File: src/rtl/alu_result_buffer.sv
// rtl/alu_result_buffer.sv - FWFT result queue behind the ALU with flag register and sticky overflow.
// Optional macro ALU_RESULT_PARITY_EN adds a stored even-parity bit per entry and the out_parity port.
module alu_result_buffer #(
  parameter int DATA_W = 32,
  parameter int DEPTH  = 4
) (
  input  logic                     clk,
  input  logic                     rst,
  input  logic                     in_valid,
  output logic                     in_ready,
  input  logic [DATA_W-1:0]        in_y,
  input  logic [3:0]               in_op,
  input  logic [3:0]               in_flags,
  output logic                     out_valid,
  input  logic                     out_ready,
  output logic [DATA_W-1:0]        out_y,
  output logic [3:0]               out_op,
  output logic [3:0]               out_flags,
`ifdef ALU_RESULT_PARITY_EN
  output logic                     out_parity,
`endif
  output logic [3:0]               flags_q,
  output logic                     sticky_o,
  input  logic                     clr_sticky,
  output logic [$clog2(DEPTH):0]   count
);

  localparam int AW = $clog2(DEPTH);
  localparam logic [AW:0] FULL = (AW+1)'(DEPTH);

  logic [DATA_W-1:0] y_mem   [DEPTH];
  logic [3:0]        op_mem  [DEPTH];
  logic [3:0]        flg_mem [DEPTH];

  logic [AW-1:0] wr_ptr_q, wr_ptr_d, rd_ptr_q, rd_ptr_d;
  logic [AW:0]   count_q, count_d;
  logic [3:0]    flags_d;
  logic          sticky_q, sticky_d;
  logic          push, pop;

  // Last popped entry, presented on out_* while the queue is empty.
  logic [DATA_W-1:0] last_y_q;
  logic [3:0]        last_op_q, last_flg_q;

  assign in_ready  = (count_q < FULL);
  assign out_valid = (count_q != '0);
  assign push      = in_valid & in_ready;
  assign pop       = out_valid & out_ready;
  assign count     = count_q;
  assign sticky_o  = sticky_q;

  assign out_y     = out_valid ? y_mem[rd_ptr_q]   : last_y_q;
  assign out_op    = out_valid ? op_mem[rd_ptr_q]  : last_op_q;
  assign out_flags = out_valid ? flg_mem[rd_ptr_q] : last_flg_q;

  always_comb begin
    wr_ptr_d = wr_ptr_q;
    rd_ptr_d = rd_ptr_q;
    count_d  = count_q;
    flags_d  = flags_q;
    sticky_d = sticky_q;
    if (push) wr_ptr_d = wr_ptr_q + AW'(1);
    if (pop)  rd_ptr_d = rd_ptr_q + AW'(1);
    case ({push, pop})
      2'b10:   count_d = count_q + (AW+1)'(1);
      2'b01:   count_d = count_q - (AW+1)'(1);
      default: count_d = count_q;
    endcase
    // Arithmetic ops own carry/overflow; logic ops only refresh Z and N.
    if (push) begin
      if (in_op < 4'd3) flags_d = in_flags;
      else              flags_d = {flags_q[3:2], in_flags[1:0]};
    end
    if (push && in_flags[3]) sticky_d = 1'b1;
    else if (clr_sticky)     sticky_d = 1'b0;
  end

  always_ff @(posedge clk) begin
    if (push) begin
      y_mem[wr_ptr_q]   <= in_y;
      op_mem[wr_ptr_q]  <= in_op;
      flg_mem[wr_ptr_q] <= in_flags;
    end
  end

  always_ff @(posedge clk or posedge rst) begin
    if (rst) begin
      wr_ptr_q   <= '0;
      rd_ptr_q   <= '0;
      count_q    <= '0;
      flags_q    <= 4'b0000;
      sticky_q   <= 1'b0;
      last_y_q   <= '0;
      last_op_q  <= '0;
      last_flg_q <= '0;
    end else begin
      wr_ptr_q <= wr_ptr_d;
      rd_ptr_q <= rd_ptr_d;
      count_q  <= count_d;
      flags_q  <= flags_d;
      sticky_q <= sticky_d;
      if (pop) begin
        last_y_q   <= y_mem[rd_ptr_q];
        last_op_q  <= op_mem[rd_ptr_q];
        last_flg_q <= flg_mem[rd_ptr_q];
      end
    end
  end

`ifdef ALU_RESULT_PARITY_EN
  logic par_mem [DEPTH];
  logic last_par_q;

  assign out_parity = out_valid ? par_mem[rd_ptr_q] : last_par_q;

  always_ff @(posedge clk) begin
    if (push) par_mem[wr_ptr_q] <= ^in_y;
  end

  always_ff @(posedge clk or posedge rst) begin
    if (rst)      last_par_q <= 1'b0;
    else if (pop) last_par_q <= par_mem[rd_ptr_q];
  end
`endif

endmodule

File: config.mk
export PLATFORM = sky130hd
export DESIGN_NAME = alu_result_buffer
export DESIGN_NICKNAME = d
export VERILOG_FILES = /design/src/rtl/alu_result_buffer.sv
export SDC_FILE = /design/constraint.sdc
export NUM_CORES = 1
export LEC_CHECK = 0
export BUFFER_PORTS_ARGS = -buffer_cell sky130_fd_sc_hd__buf_2
export CAP_MARGIN = 20
export CELL_PAD_IN_SITES_DETAIL_PLACEMENT = 0
export CELL_PAD_IN_SITES_GLOBAL_PLACEMENT = 2
export CORE_MARGIN = 5
export CORE_UTILIZATION = 45
export DETAILED_ROUTE_END_ITERATION = 6
export GPL_ROUTABILITY_DRIVEN = 1
export PLACE_DENSITY_LB_ADDON = 0.1
export SYNTH_ARGS = -nofsm -noshare
export SYNTH_HDL_FRONTEND = slang
export SYNTH_SLANG_ARGS = --single-unit
File: constraint.sdc
create_clock -name clk -period 6.2 [get_ports clk]
set_input_delay 0.93 -clock clk [delete_from_list [all_inputs] [get_ports clk]]
set_output_delay 0.93 -clock clk [all_outputs]
set_load 0.005 [all_outputs]
## After elaboration in Yosys (flattened, before gate mapping)

Memory sizes are Yosys's and may differ from the RTL's.
Cells that the tools add are included.

| word-level totals | value |
|---|---|
| register bits after elaboration | 52 |
| memory bits (writable) | 160 |
| input bits | 45 |
| output and inout bits | 50 |
| word-level logic and storage cells | 35 |
| memories kept | 3 |

Memory list:

| name | depth | width | rd ports | clocked after Yosys merged registers in | write ports | line | source |
|---|---|---|---|---|---|---|---|
| y_mem | 4 | 32 | 1 | 0 | 1 | 31 | `logic [DATA_W-1:0] y_mem [DEPTH];` |
| flg_mem | 4 | 4 | 1 | 0 | 1 | 33 | `logic [3:0] flg_mem [DEPTH];` |
| op_mem | 4 | 4 | 1 | 0 | 1 | 32 | `logic [3:0] op_mem [DEPTH];` |

| operators by class | value |
|---|---|
| add/subtract/negate cells | 4 |
| order comparisons | 2 |
| equality and inequality tests | 2 |
| mux-type cells | 8 |
| bitwise logic cells | 2 |
| reduce and logical (&&, ||, !) cells | 5 |

Operators with widths:

| kind | number |
|---|---|
| $mux W32 | 1 |
| $mux W4 | 2 |
| $pmux W3 S2 | 1 |
| $add A2 B1 Y2 const B | 2 |
| $lt A4 B2 Y1 const B | 1 |
| $mux W1 | 4 |
| $reduce_bool A2 Y1 | 2 |
| $add A3 B1 Y3 const B | 1 |
| $lt A3 B3 Y1 const B | 1 |
| $reduce_bool A3 Y1 | 1 |
| $sub A3 B1 Y3 const B | 1 |
| $and A1 B1 Y1 | 2 |
| $eq A2 B1 Y1 const B | 1 |
| $eq A2 B2 Y1 const B | 1 |
| $reduce_and A2 Y1 | 1 |
| $logic_and A1 B1 Y1 | 1 |

## Depth between registers and ports, before layout

Gate-level depths: netlist (run 1).

| depth | value |
|---|---|
| word-level depth | 4 |
| gate-level depth with buffers | 9 |
| depth with buffers taken out | 8 |

## Worst setup path after synthesis (run 1)

Ideal clock, no wire load.

| timing path | value |
|---|---|
| path type | in2reg |
| from | input port in_valid |
| to | memory flg_mem[0][0] (enable) |
| setup time | 401 ps |
| arrival time | 2423 ps |
| required time | 5799 ps |
| path slack | 3375 ps |
| stages | 3 |
| path buffers | 1 |
| path through | nor2b_1 -> clkbuf_1 -> and2_1 |

| on the way | value |
|---|---|
| longest elaborated chain between the ends | 3 |

RTL lines:

| item | line | source |
|---|---|---|
| start: declaration | 9 | `input logic in_valid,` |
| $and A1 B1 Y1 | 47 | `assign push = in_valid & in_ready;` |
| $mux W1 | 79 | `if (push) begin` |
| $mux W1 (implied by the code) | 82 | `flg_mem[wr_ptr_q] <= in_flags;` |
| end: declaration | 33 |  |

No other way between the ends.

## Worst setup path in the final report (run 1)

| timing path | value |
|---|---|
| from | register rd_ptr_q[0] |
| to | output port out_op[3] |

| on the way | value |
|---|---|
| longest elaborated chain between the ends | 2 |

RTL lines:

| item | line | source |
|---|---|---|
| start: declaration | 35 | `logic [AW-1:0] wr_ptr_q, wr_ptr_d, rd_ptr_q, rd_ptr_d;` |
| start signal: assignment | 98 | `rd_ptr_q <= rd_ptr_d;` |
| $mem_v2 Z4 W4 | n/a |  |
| $mux W4 | 53 | `assign out_op = out_valid ? op_mem[rd_ptr_q] : last_op_q;` |
| end: declaration | 17 | `output logic [3:0] out_op,` |

No other way between the ends.

==> metrics.log, run 1 <==
[metrics] overflow left after global routing: 0
[metrics] cell count of the worst hold path: 1
[metrics] filler instances: between 1000 and 1500
[metrics] hold-fix buffers at CTS: 0
[metrics] count of instances resized after the clock tree is built: 0
[metrics] total half-perimeter wirelength after legalization and detailed placement: 9210 um
[metrics] portion of synthesized cell area occupied by the leading cell type: 57.3%
[metrics] post-synthesis sequential element count: between 200 and 250
[metrics] global-route usage over all layers: 15.0%
[metrics] cell types with the highest counts after synthesis: edfxtp_1 (160), mux2_2 (84), dfrtp_1 (52), mux4_2 (38), buf_2 (13)
[metrics] Floorplan Core Area: ~19000 sq um
[metrics] overall die area: roughly 21000 sq um
[metrics] Tightest Hold Check Type: reg -> reg
[metrics] final antenna diode count: 0
[metrics] unrepaired setup endpoints after global routing: no
[metrics] Boundary Pins: 95
[metrics] IR Drop Worst-Case VDD: about 240 uV
[metrics] routed vias: 3922
[metrics] number of max-cap violations: 0
[metrics] worst reg2reg startpoint: count[0]
[metrics] end point of the most critical hold path: flags_q[2]
[metrics] master cell of the clock root buffer: clkbuf_16
[metrics] Final Skew: 0.00495 ns
[metrics] cell count after placement: 709
[metrics] leakage power total: 0.00360 uW
[metrics] Setup crit start kind: flop
[metrics] highest-delay cell along the critical path: dfrtp_4
[metrics] Synth area leader: edfxtp_1
[metrics] horizontal die dimension: between 100 and 150 um
[metrics] Syn Std Cell Area: between 8000 and 9000 sq um
[metrics] vias per inst: between 5 and 6
[metrics] register area share after synthesis: 72.8%
[metrics] share of final-layout standard cells stronger than drive strength 1: around half
[metrics] reg-to-reg critical path endpoint: count[2]
[metrics] Post-Route WL: approximately 16000 um
[metrics] Avg WL per Cell: 21.0 um
[metrics] final total negative setup slack: 0 ns
[metrics] number of warnings issued by yosys: 0
[metrics] nets in the synthesized netlist: 444
[metrics] outcome: finished clean
[metrics] depth of the worst register-to-register path: 8
[metrics] peak clock frequency supported by timing: 0.283 GHz
[metrics] via count of the first global-routing pass: 4330
[metrics] number of enable-type register cells in the synthesized netlist: 160
[metrics] Tightest Pin Transition: 1.09 ns
[metrics] clock transition at the register clock pins on the worst setup and hold paths after CTS: approximately 0.060 ns
[metrics] remaining antenna violation count after routing: 0
[metrics] number of core rows: 50
[metrics] clock insertion delay at the later pin of the skew report: 0.49 ns
[metrics] final hold vios: 0
[metrics] number of buffers inserted by post-CTS setup repair: 0
[metrics] most common flop cell mapped by yosys: edfxtp_1
[metrics] Final Wtd Congestion: just under 0.7
[metrics] ordered cell list for the critical path: mux4_1, mux2_2, buf_2
[metrics] CTS tree: built
[metrics] effective utilization at floorplan: 45.3%
[metrics] DRT Pass-1 Iters: 4
[metrics] Initial DRC Count: 210
[metrics] Final Max Slew Viols: 0
[metrics] DIE HEIGHT: 147 um
[metrics] Cell Pwr Density: 492 nW/um^2
[metrics] longest individual stage delay on the worst path: 1.00 ns
[metrics] number of unique standard cell types used by synthesis: 23
[metrics] footprint of the multi-input gates: 2090 sq um
[metrics] number of setup violations in the final report: 0
[metrics] source of the worst hold timing path: flags_q[2]
[metrics] clock period minus final worst setup slack: 3.53 ns
[metrics] register cell area after layout: 6110 sq um
[metrics] async set-or-reset flop fraction in the synthesized netlist: 24.5%
[metrics] capturing element type of the critical path: primary output
[metrics] clock buffers created by TritonCTS: 23
[metrics] maximum number of buffers from clock root to sink: 3
[metrics] post-detailed-route DRC marker count: 0
[metrics] most numerous cell in the Yosys netlist: edfxtp_1
[metrics] critical path start-end classification: reg -> out
[metrics] count of clock tree sinks: 212
[metrics] worst rel slew slack: 27.2%
[metrics] synthesis-to-layout area growth: 17.7%
[metrics] mean area per synthesized cell: 21.3 sq um
[metrics] post-layout total power: 4860 uW
[metrics] largest net degree at the start of global routing: between 50 and 60
[metrics] post-synthesis cell count: 393
[metrics] Final Cycle Share: 57.0%
[metrics] setup slack of the most critical reg-to-reg path: 3.87 ns
[metrics] post-layout net count: 551
[metrics] crit path DAT: approximately 2.6 ns
[metrics] data required time of the critical path: around 5.3 ns
[metrics] Non-Filler Instances: 750
[metrics] first-pass GRT wire length: 25000 um
[metrics] number of H-tree levels: 1
[metrics] count of port buffers added during placement: between 90 and 100
[metrics] peak fanout along the critical path: 42
[metrics] ranking of synthesized cells by area: edfxtp_1 (57%), dfrtp_1 (16%), mux2_2 (11%), mux4_2 (10%), buf_12 (0.96%)
[metrics] utilization after layout: 53.3%
[metrics] number of antenna violations at the first check in global routing: 0
metal layers:
metal	routed length [um]	part of all wire, %	vias up	global-route usage, %
met5	0	0	-	0
met4	289	1.8	0	3.53
met3	704	4.5	27	3.29
met2	7860	50	98	25.0
met1	6860	44	2026	20.4
li1	-	-	1771	-
worst max-delay path by stage:
stage                               end  slack (ns)         from
after global routing          out_op[3]        2.45  rd_ptr_q[0]
after detailed placement      out_op[3]        3.13  rd_ptr_q[0]
final                         out_op[3]        2.67  rd_ptr_q[0]
after CTS                     out_op[3]        2.58  rd_ptr_q[0]
after global placement     out_flags[3]        3.13  rd_ptr_q[0]
after floorplan           flg_mem[0][0]        3.38     in_valid
sequential cells by signal (all words and copies together) (netlist names):
| name | count |
|---|---|
| flg_mem | 16 |
| count | 3 |
| sticky_o | 1 |
| y_mem | 128 |
| last_flg_q | 4 |
| op_mem | 16 |
| last_y_q | 32 |
| wr_ptr_q | 2 |
| flags_q | 4 |
| rd_ptr_q | 2 |
| last_op_q | 4 |
placed cells by master, fill, tap and decap left out, types with 2 or more instances in the layout:
master	synthesis	routed
buf_2	13	94
dfrtp_1	52	50
xnor2_1	4	4
o21ai_0	2	2
ha_1	5	5
mux4_1	2	2
clkbuf_1	2	8
edfxtp_1	160	160
mux4_2	38	38
nand2_1	4	4
buf_4	0	4
inv_1	9	8
and2_2	0	4
buf_12	4	4
clkinv_2	0	3
clkbuf_8	0	3
xor2_1	2	2
clkbuf_16	0	23
bufinv_16	0	3
mux2_2	84	84
final cells by class:
class / instances / area share, %
clock inverters: 7 / 1.14
inverters: 9 / 0.342
well taps: 234 / 2.97
repair buffers: 102 / 5.88
flip-flops and latches: 212 / 61.9
clock buffers: 34 / 6.55
multi-input cells: 152 / 21.2
critical path: cells and delay by family (launching register included):
kind	cells	cell delay, ns
buffers and inverters	1	0.13
flip-flops	1	1.00
multiplexers	2	0.96
per-stage QoR:
stage          worst slack (ns)  hold slack (ns)  area, sq um
2_1_floorplan              3.38            0.477         8380
3_5_place_dp               3.13            0.487         9110
5_1_grt                    2.45            0.516         9870
3_3_place_gp               3.13            0.485         9030
4_1_cts                    2.58            0.501         9870
6_report                   2.67            0.497         9870
cells by family after synthesis:
group           share of synthesized area, %
simple gates                           0.656
flops                                   72.8
fa+ha+maj                              0.985
xor+xnor                               0.627
buf+inv                                 2.36
compound gates                         0.313
mux                                     22.2
where the power goes:
part	switching, uW	total (uW)	leakage (uW)	internal [uW]
Clock	515	1360	0.000369	845
Sequential	249	2120	0.00206	1870
Combinational	558	1380	0.00117	826
No activity file was read; power rests on OpenSTA's default activity.
==> inputs of run 2 (changes only) <==
clock period = 3.6 ns   (was 6.2 ns; I/O delays follow)
==> run 2 against run 1 <==
Compared with the run above:
- highest routed layer unchanged
- setup slack got worse by 2.2 ns
- global-route usage rose by 0.079 points
- largest power group unchanged
- critical path depth rose by 1
- wire length rose by 1.2%
- critical endpoint is now out_y[8]
- combinational power rose by 83%
- via count rose by 1.7%
- flip-flop and latch count did not move
- clock power rose by 56%
- design area fell by 0.23%
- count of clock-buffer cells in the layout rose by 1
==> metrics.log, run 2 (same netlist as run 1, synthesis figures left out) <==
[metrics] outcome: finished clean
[metrics] total half-perimeter wirelength after legalization and detailed placement: 9930 um (+7.7%)
[metrics] crit path DAT: 2.59 ns (about the same)
[metrics] DIE HEIGHT: 147 um (unchanged)
[metrics] synthesis-to-layout area growth: 17.4%
[metrics] ordered cell list for the critical path: buf_4, mux4_2, mux2_2, buf_2
[metrics] hold-fix buffers at CTS: 0 (unchanged)
[metrics] met2 usage in global routing: 25.8% (+0.86 points)
[metrics] Cell Pwr Density: 833 nW/um^2 (+69%)
[metrics] Post-Route WL: 15900 um (+1.2%)
[metrics] global-route usage over all layers: 15.1% (+0.079 points)
[metrics] worst hold margin: 0.246 ns (-0.251 ns)
[metrics] Initial DRC Count: 170 (-19%)
[metrics] Tightest Pin Transition: 0.679 ns (-0.413 ns)
[metrics] peak fanout along the critical path: 28 (-33%)
[metrics] master cell of the clock root buffer: clkbuf_16
[metrics] vias per inst: 5.26 (+0.61%)
[metrics] IR Drop Worst-Case VDD: 389 uV (+62%)
[metrics] Tightest Hold Check Type: in -> reg
[metrics] highest-delay cell along the critical path: dfrtp_4
[metrics] count of clock tree sinks: 212 (unchanged)
[metrics] Final Max Slew Viols: 0 (unchanged)
[metrics] Final Cycle Share: approximately 87%
[metrics] peak clock frequency supported by timing: 0.320 GHz
[metrics] share of final-layout standard cells stronger than drive strength 1: 51.3% (-0.21 points)
[metrics] number of core rows: 50 (unchanged)
[metrics] first-pass GRT wire length: 25000 um (about the same)
[metrics] overall die area: 21500 sq um (unchanged)
[metrics] top cell family by delay on the critical path: multiplexers
[metrics] DRT Pass-1 Iters: 4 (unchanged)
[metrics] maximum number of buffers from clock root to sink: 3 (unchanged)
[metrics] longest individual stage delay on the worst path: 0.78 ns (-0.22 ns)
[metrics] CTS tree: built
[metrics] overflow left after global routing: 0 (unchanged)
[metrics] via count of the first global-routing pass: 4420 (+2.1%)
[metrics] final hold vios: 0 (unchanged)
[metrics] leakage power total: 0.00360 uW (+0.13%)
[metrics] count of instances resized after the clock tree is built: 0 (unchanged)
[metrics] count of port buffers added during placement: 94 (unchanged)
[metrics] leading cell type in the layout, fill and taps excluded: edfxtp_1
[metrics] met3 track demand over resource: 3.51% (+0.22 points)
[metrics] clock insertion delay at the later pin of the skew report: 0.49 ns (about the same)
[metrics] Regs by FF count: y_mem: 128 flops, last_y_q: 32 flops
[metrics] largest net degree at the start of global routing: 43 (-19%)
[metrics] clock buffers created by TritonCTS: 22 (-4.3%)
[metrics] unrepaired setup endpoints after global routing: no
[metrics] Setup crit start kind: flop
[metrics] post-layout total power: 8200 uW (+69%)
[metrics] horizontal die dimension: 147 um (unchanged)
[metrics] register name with the most flops: y_mem
[metrics] Boundary Pins: 95 (unchanged)
[metrics] Final Wtd Congestion: 0.726 (+6.7%)
[metrics] number of antenna violations at the first check in global routing: 0 (unchanged)
[metrics] Final Skew: 0.00976 ns (+0.00481 ns)
[metrics] routed vias: 3988 (+1.7%)
[metrics] flip-flop count of the largest register, all copies and words added: 128 (unchanged)
[metrics] capturing element type of the critical path: primary output
[metrics] data required time of the critical path: 3.06 ns (-2.21 ns)
[metrics] global routing's busiest layer: met2
[metrics] number of H-tree levels: 1 (unchanged)
[metrics] filler instances: 1477 (-1.3%)
[metrics] number of buffers inserted by post-CTS setup repair: 0 (unchanged)
[metrics] effective utilization at floorplan: 45.3% (unchanged)
[metrics] count of buffer and inverter cells on the critical path: 2 (+1)
[metrics] highest-count cells in the layout ignoring fill and taps: edfxtp_1 (160), buf_2 (94), mux2_2 (84)
[metrics] Avg WL per Cell: 21.0 um (+0.10%)
[metrics] post-detailed-route DRC marker count: 0 (unchanged)
[metrics] critical path start-end classification: reg -> out
[metrics] number of max-cap violations: 0 (unchanged)
[metrics] clock period minus final worst setup slack: 3.13 ns
[metrics] worst rel slew slack: 54.7% (+28 points)
[metrics] remaining antenna violation count after routing: 0 (unchanged)
[metrics] Floorplan Core Area: 18500 sq um (unchanged)
[metrics] final total negative setup slack: 0 ns (unchanged)
[metrics] clock transition at the register clock pins on the worst setup and hold paths after CTS: 0.06 ns (about the same)
[metrics] post-layout net count: 559 (+1.5%)
[metrics] final antenna diode count: 0 (unchanged)
[metrics] number of setup violations in the final report: 0 (unchanged)
[metrics] met1 usage: 19.8% (-0.56 points)
[run 2: cell count changes in the layout (fill, tap and decap cells not counted)]
cell / change
buf_12: -1
clkinv_1: +1
bufinv_16: -2
dlygate4sd3_1: +1
clkbuf_1: +3
clkbuf_8: -2
buf_4: +9
clkinvlp_4: -1
[run 2: path summary, 6_finish.rpt]
| kind | slack, ns | startpoint | to | depth (start not counted) |
|---|---|---|---|---|
| max in group asynchronous | 2.37 | rst | last_y_q[19] | 5 |
| min in group asynchronous | 0.49 | rst | last_y_q[9] | 3 |
| max reg2reg | 1.53 | rd_ptr_q[0] | last_y_q[8] | 3 |
| min reg2reg | 0.50 | last_y_q[3] | last_y_q[3] | 1 |
| min | 0.25 | clr_sticky | sticky_o | 2 |
| max | 0.47 | rd_ptr_q[0] | out_y[8] | 4 |
[run 2: power by group]
group	total [uW]	switching [uW]	internal [uW]	leakage, uW
clock network	2120	853	1270	0.000331
logic	2530	1090	1440	0.00121
registers	3550	327	3220	0.00206
[run 2: final cells by class]
| class | count | area, sq um | area share, % |
|---|---|---|---|
| multi-input combinational | 152 | 2090 | 21.2 |
| clock inverter | 5 | 48.8 | 0.496 |
| tap | 234 | 293 | 2.97 |
| inverter | 9 | 33.8 | 0.343 |
| sequential | 212 | 6110 | 62.1 |
| clock buffer | 35 | 631 | 6.40 |
| timing repair buffer | 111 | 638 | 6.48 |
[run 2: worst register-to-register path: stages (launching register included)]
cell and delay (ns):
dfrtp_4 0.78, buf_4 0.36, mux4_2 0.55, mux2_2 0.27
[run 2: routing by layer]
layer / part of all wire [%] / wire [um]
met5: 0 / 0
met4: 1.2 / 183
met3: 5.0 / 787
met2: 51 / 8140
met1: 43 / 6790
[run 2: through the flow]
step                      instance area (sq um)  setup WS [ns]  utilization [%]  cells
after global placement                     9140          0.910             49.3    716
after detailed placement                   9140          0.912             49.3    716
after global routing                       9850          0.284             53.2    758
after CTS                                  9820          0.361             53.0    756
final                                      9850          0.471             53.2    758
after floorplan                            8380           1.17                -    393
==> inputs of run 3 (changes only) <==
GPL_TIMING_DRIVEN = 0   (was unset)
==> run 3 against run 2 <==
Compared with the run above:
- setup slack improved by 0.47 ns
- non-clock buffer count rose by 8
- via count rose by 0.78%
- core utilization rose by 0.49 points
- sequential share of layout area fell by 0.61 points
- count of clock-buffer cells in the layout did not move
- register-to-register slack got worse by 0.36 ns
- global-route usage fell by 0.086 points
- largest power group unchanged
- highest routed layer unchanged
==> metrics.log, run 3 (same netlist as run 1, synthesis figures left out) <==
[metrics] outcome: finished clean
[metrics] vias per inst: 5.24 (-0.41%)
[metrics] global routing's busiest layer: met2
[metrics] post-layout total power: 8340 uW (+1.7%)
[metrics] highest-count cells in the layout ignoring fill and taps: edfxtp_1 (160), buf_2 (107), mux2_2 (84)
[metrics] share of final-layout standard cells stronger than drive strength 1: 51.2% (-0.12 points)
[metrics] maximum number of buffers from clock root to sink: 3 (unchanged)
[metrics] number of core rows: 50 (unchanged)
[metrics] unrepaired setup endpoints after global routing: no
[metrics] register name with the most flops: y_mem
[metrics] Avg WL per Cell: 20.8 um (-0.69%)
[metrics] met1 usage: 19.2% (-0.64 points)
[metrics] crit path DAT: 2.12 ns (-0.47 ns)
[metrics] overall die area: 21500 sq um (unchanged)
[metrics] data required time of the critical path: 3.06 ns (about the same)
[metrics] Final Cycle Share: 73.9% (-13 points)
[metrics] count of clock tree sinks: 212 (unchanged)
[metrics] master cell of the clock root buffer: clkbuf_16
[metrics] count of port buffers added during placement: 94 (unchanged)
[metrics] global-route usage over all layers: 15.0% (-0.086 points)
[metrics] number of max-cap violations: 0 (unchanged)
[metrics] final hold vios: 0 (unchanged)
[metrics] number of H-tree levels: 1 (unchanged)
[metrics] clock transition at the register clock pins on the worst setup and hold paths after CTS: 0.06 ns (about the same)
[metrics] clock buffers created by TritonCTS: 23 (+4.5%)
[metrics] horizontal die dimension: 147 um (unchanged)
[metrics] remaining antenna violation count after routing: 0 (unchanged)
[metrics] worst rel slew slack: 55.4% (+0.71 points)
[metrics] Non-Filler Instances: 767 (+1.2%)
[metrics] post-detailed-route DRC marker count: 0 (unchanged)
[metrics] clock period minus final worst setup slack: 2.66 ns (-0.467 ns)
[metrics] Setup crit start kind: flop
[metrics] peak clock frequency supported by timing: 0.376 GHz (+18%)
[metrics] effective utilization at floorplan: 45.3% (unchanged)
[metrics] crit path launch: count[2]
[metrics] number of antenna violations at the first check in global routing: 0 (unchanged)
[metrics] Regs by FF count: y_mem: 128 flops, last_y_q: 32 flops
[metrics] hold-fix buffers at CTS: 0 (unchanged)
[metrics] DRT Pass-1 Iters: 4 (unchanged)
[metrics] post-layout net count: 568 (+1.6%)
[metrics] leading cell type in the layout, fill and taps excluded: edfxtp_1
[metrics] Final Wtd Congestion: 0.700 (-3.6%)
[metrics] Floorplan Core Area: 18500 sq um (unchanged)
[metrics] cell count after placement: 726 (+1.4%)
[metrics] CTS tree: built
[metrics] critical path capture point: out_flags[0]
[metrics] worst hold margin: 0.115 ns (-0.130 ns)
[metrics] clock insertion delay at the later pin of the skew report: 0.49 ns (about the same)
[metrics] Boundary Pins: 95 (unchanged)
[metrics] Tightest Hold Check Type: in -> async
[metrics] final antenna diode count: 0 (unchanged)
[metrics] overflow left after global routing: 0 (unchanged)
[metrics] count of instances resized after the clock tree is built: 0 (unchanged)
[metrics] Final Skew: 0.00507 ns (-0.00469 ns)
[metrics] Cell Pwr Density: 840 nW/um^2 (+0.80%)
[metrics] Tightest Pin Transition: 0.669 ns (-0.0106 ns)
[metrics] utilization after layout: 53.7% (+0.49 points)
[metrics] Initial DRC Count: 200 (+18%)
[metrics] critical path start-end classification: reg -> out
[metrics] number of buffers inserted by post-CTS setup repair: 0 (unchanged)
[metrics] synthesis-to-layout area growth: 18.5%
[metrics] Final Max Slew Viols: 0 (unchanged)
[metrics] first-pass GRT wire length: 24800 um (-0.50%)
[metrics] met3 track demand over resource: 2.82% (-0.68 points)
[metrics] met2 usage in global routing: 26.7% (+0.88 points)
[metrics] via count of the first global-routing pass: 4423 (+0.068%)
[metrics] setup slack of the most critical reg-to-reg path: 1.17 ns (-0.36 ns)
[metrics] DIE HEIGHT: 147 um (unchanged)
[metrics] Post-Route WL: 16000 um (+0.49%)
[metrics] IR Drop Worst-Case VDD: 404 uV (+3.9%)
[metrics] peak fanout along the critical path: 10 (-64%)
[metrics] worst reg2reg startpoint: count[2]
[metrics] flip-flop count of the largest register, all copies and words added: 128 (unchanged)
[metrics] capturing element type of the critical path: primary output
[metrics] reg-to-reg critical path endpoint: y_mem[0][8]
[metrics] number of setup violations in the final report: 0 (unchanged)
[metrics] depth of the worst register-to-register path: 4 (+1)
[metrics] largest net degree at the start of global routing: 31 (-28%)
[metrics] leakage power total: 0.00365 uW (+1.3%)
[metrics] routed vias: 4019 (+0.78%)
[metrics] total half-perimeter wirelength after legalization and detailed placement: 9930 um (about the same)
## run 3: changes by cell type in the layout (fill, tap and decap cells not counted), sizes merged
cell	change
buf	+7
clkbuf	+2
clkinv	+1
dlygate4sd3	-1
## run 3: through the flow
| step | setup WS [ns] | setup TNS (ns) | area [sq um] |
|---|---|---|---|
| detailed placement | 0.861 | 0 | 9250 |
| finish | 0.938 | 0 | 9940 |
| CTS | 0.875 | 0 | 9940 |
| global route | 0.807 | 0 | 9940 |
| floorplan | 1.17 | 0 | 8380 |
| global placement | -0.170 | -25.14 | 9150 |
## run 3: area by class of cell
| cell class | instances | area [sq um] |
|---|---|---|
| Fill cell | 1522 | 8580 |
| Sequential cell | 212 | 6110 |
| Multi-Input combinational cell | 152 | 2090 |
| Clock buffer | 35 | 631 |
| Timing Repair Buffer | 99 | 571 |
| Tap cell | 234 | 293 |
| Buffer | 20 | 164 |
| Clock inverter | 6 | 53.8 |
| Inverter | 9 | 33.8 |
## run 3: power by group
group	total, uW	switching (uW)	internal (uW)
Sequential	3400	188	3220
Clock	2140	871	1270
Combinational	2800	1260	1540
Total	8340	2320	6030
## run 3: worst min-delay path by stage
stage	startpoint	end	slack [ns]	cells past startpoint
floorplan	last_y_q[24]	last_y_q[24]	0.48	1
global placement	last_y_q[3]	last_y_q[3]	0.49	1
detailed placement	last_y_q[14]	last_y_q[14]	0.49	1
CTS	rst	last_y_q[7]	0.13	2
global route	rst	last_y_q[4]	0.15	2
finish	rst	last_y_q[12]	0.12	2
## run 3: layer usage
metal	share of wire, %	wire (um)
met3	4.2	677
met1	43	6830
met2	52	8260
met4	1.3	206
met5	0	0
## run 3: worst max-delay path, cell delays in order, from the launching register on
cell and delay [ns]:
dfrtp_1 0.39, inv_1 0.10, nand3_1 0.25, buf_2 0.37, mux2_2 0.39, buf_2 0.13
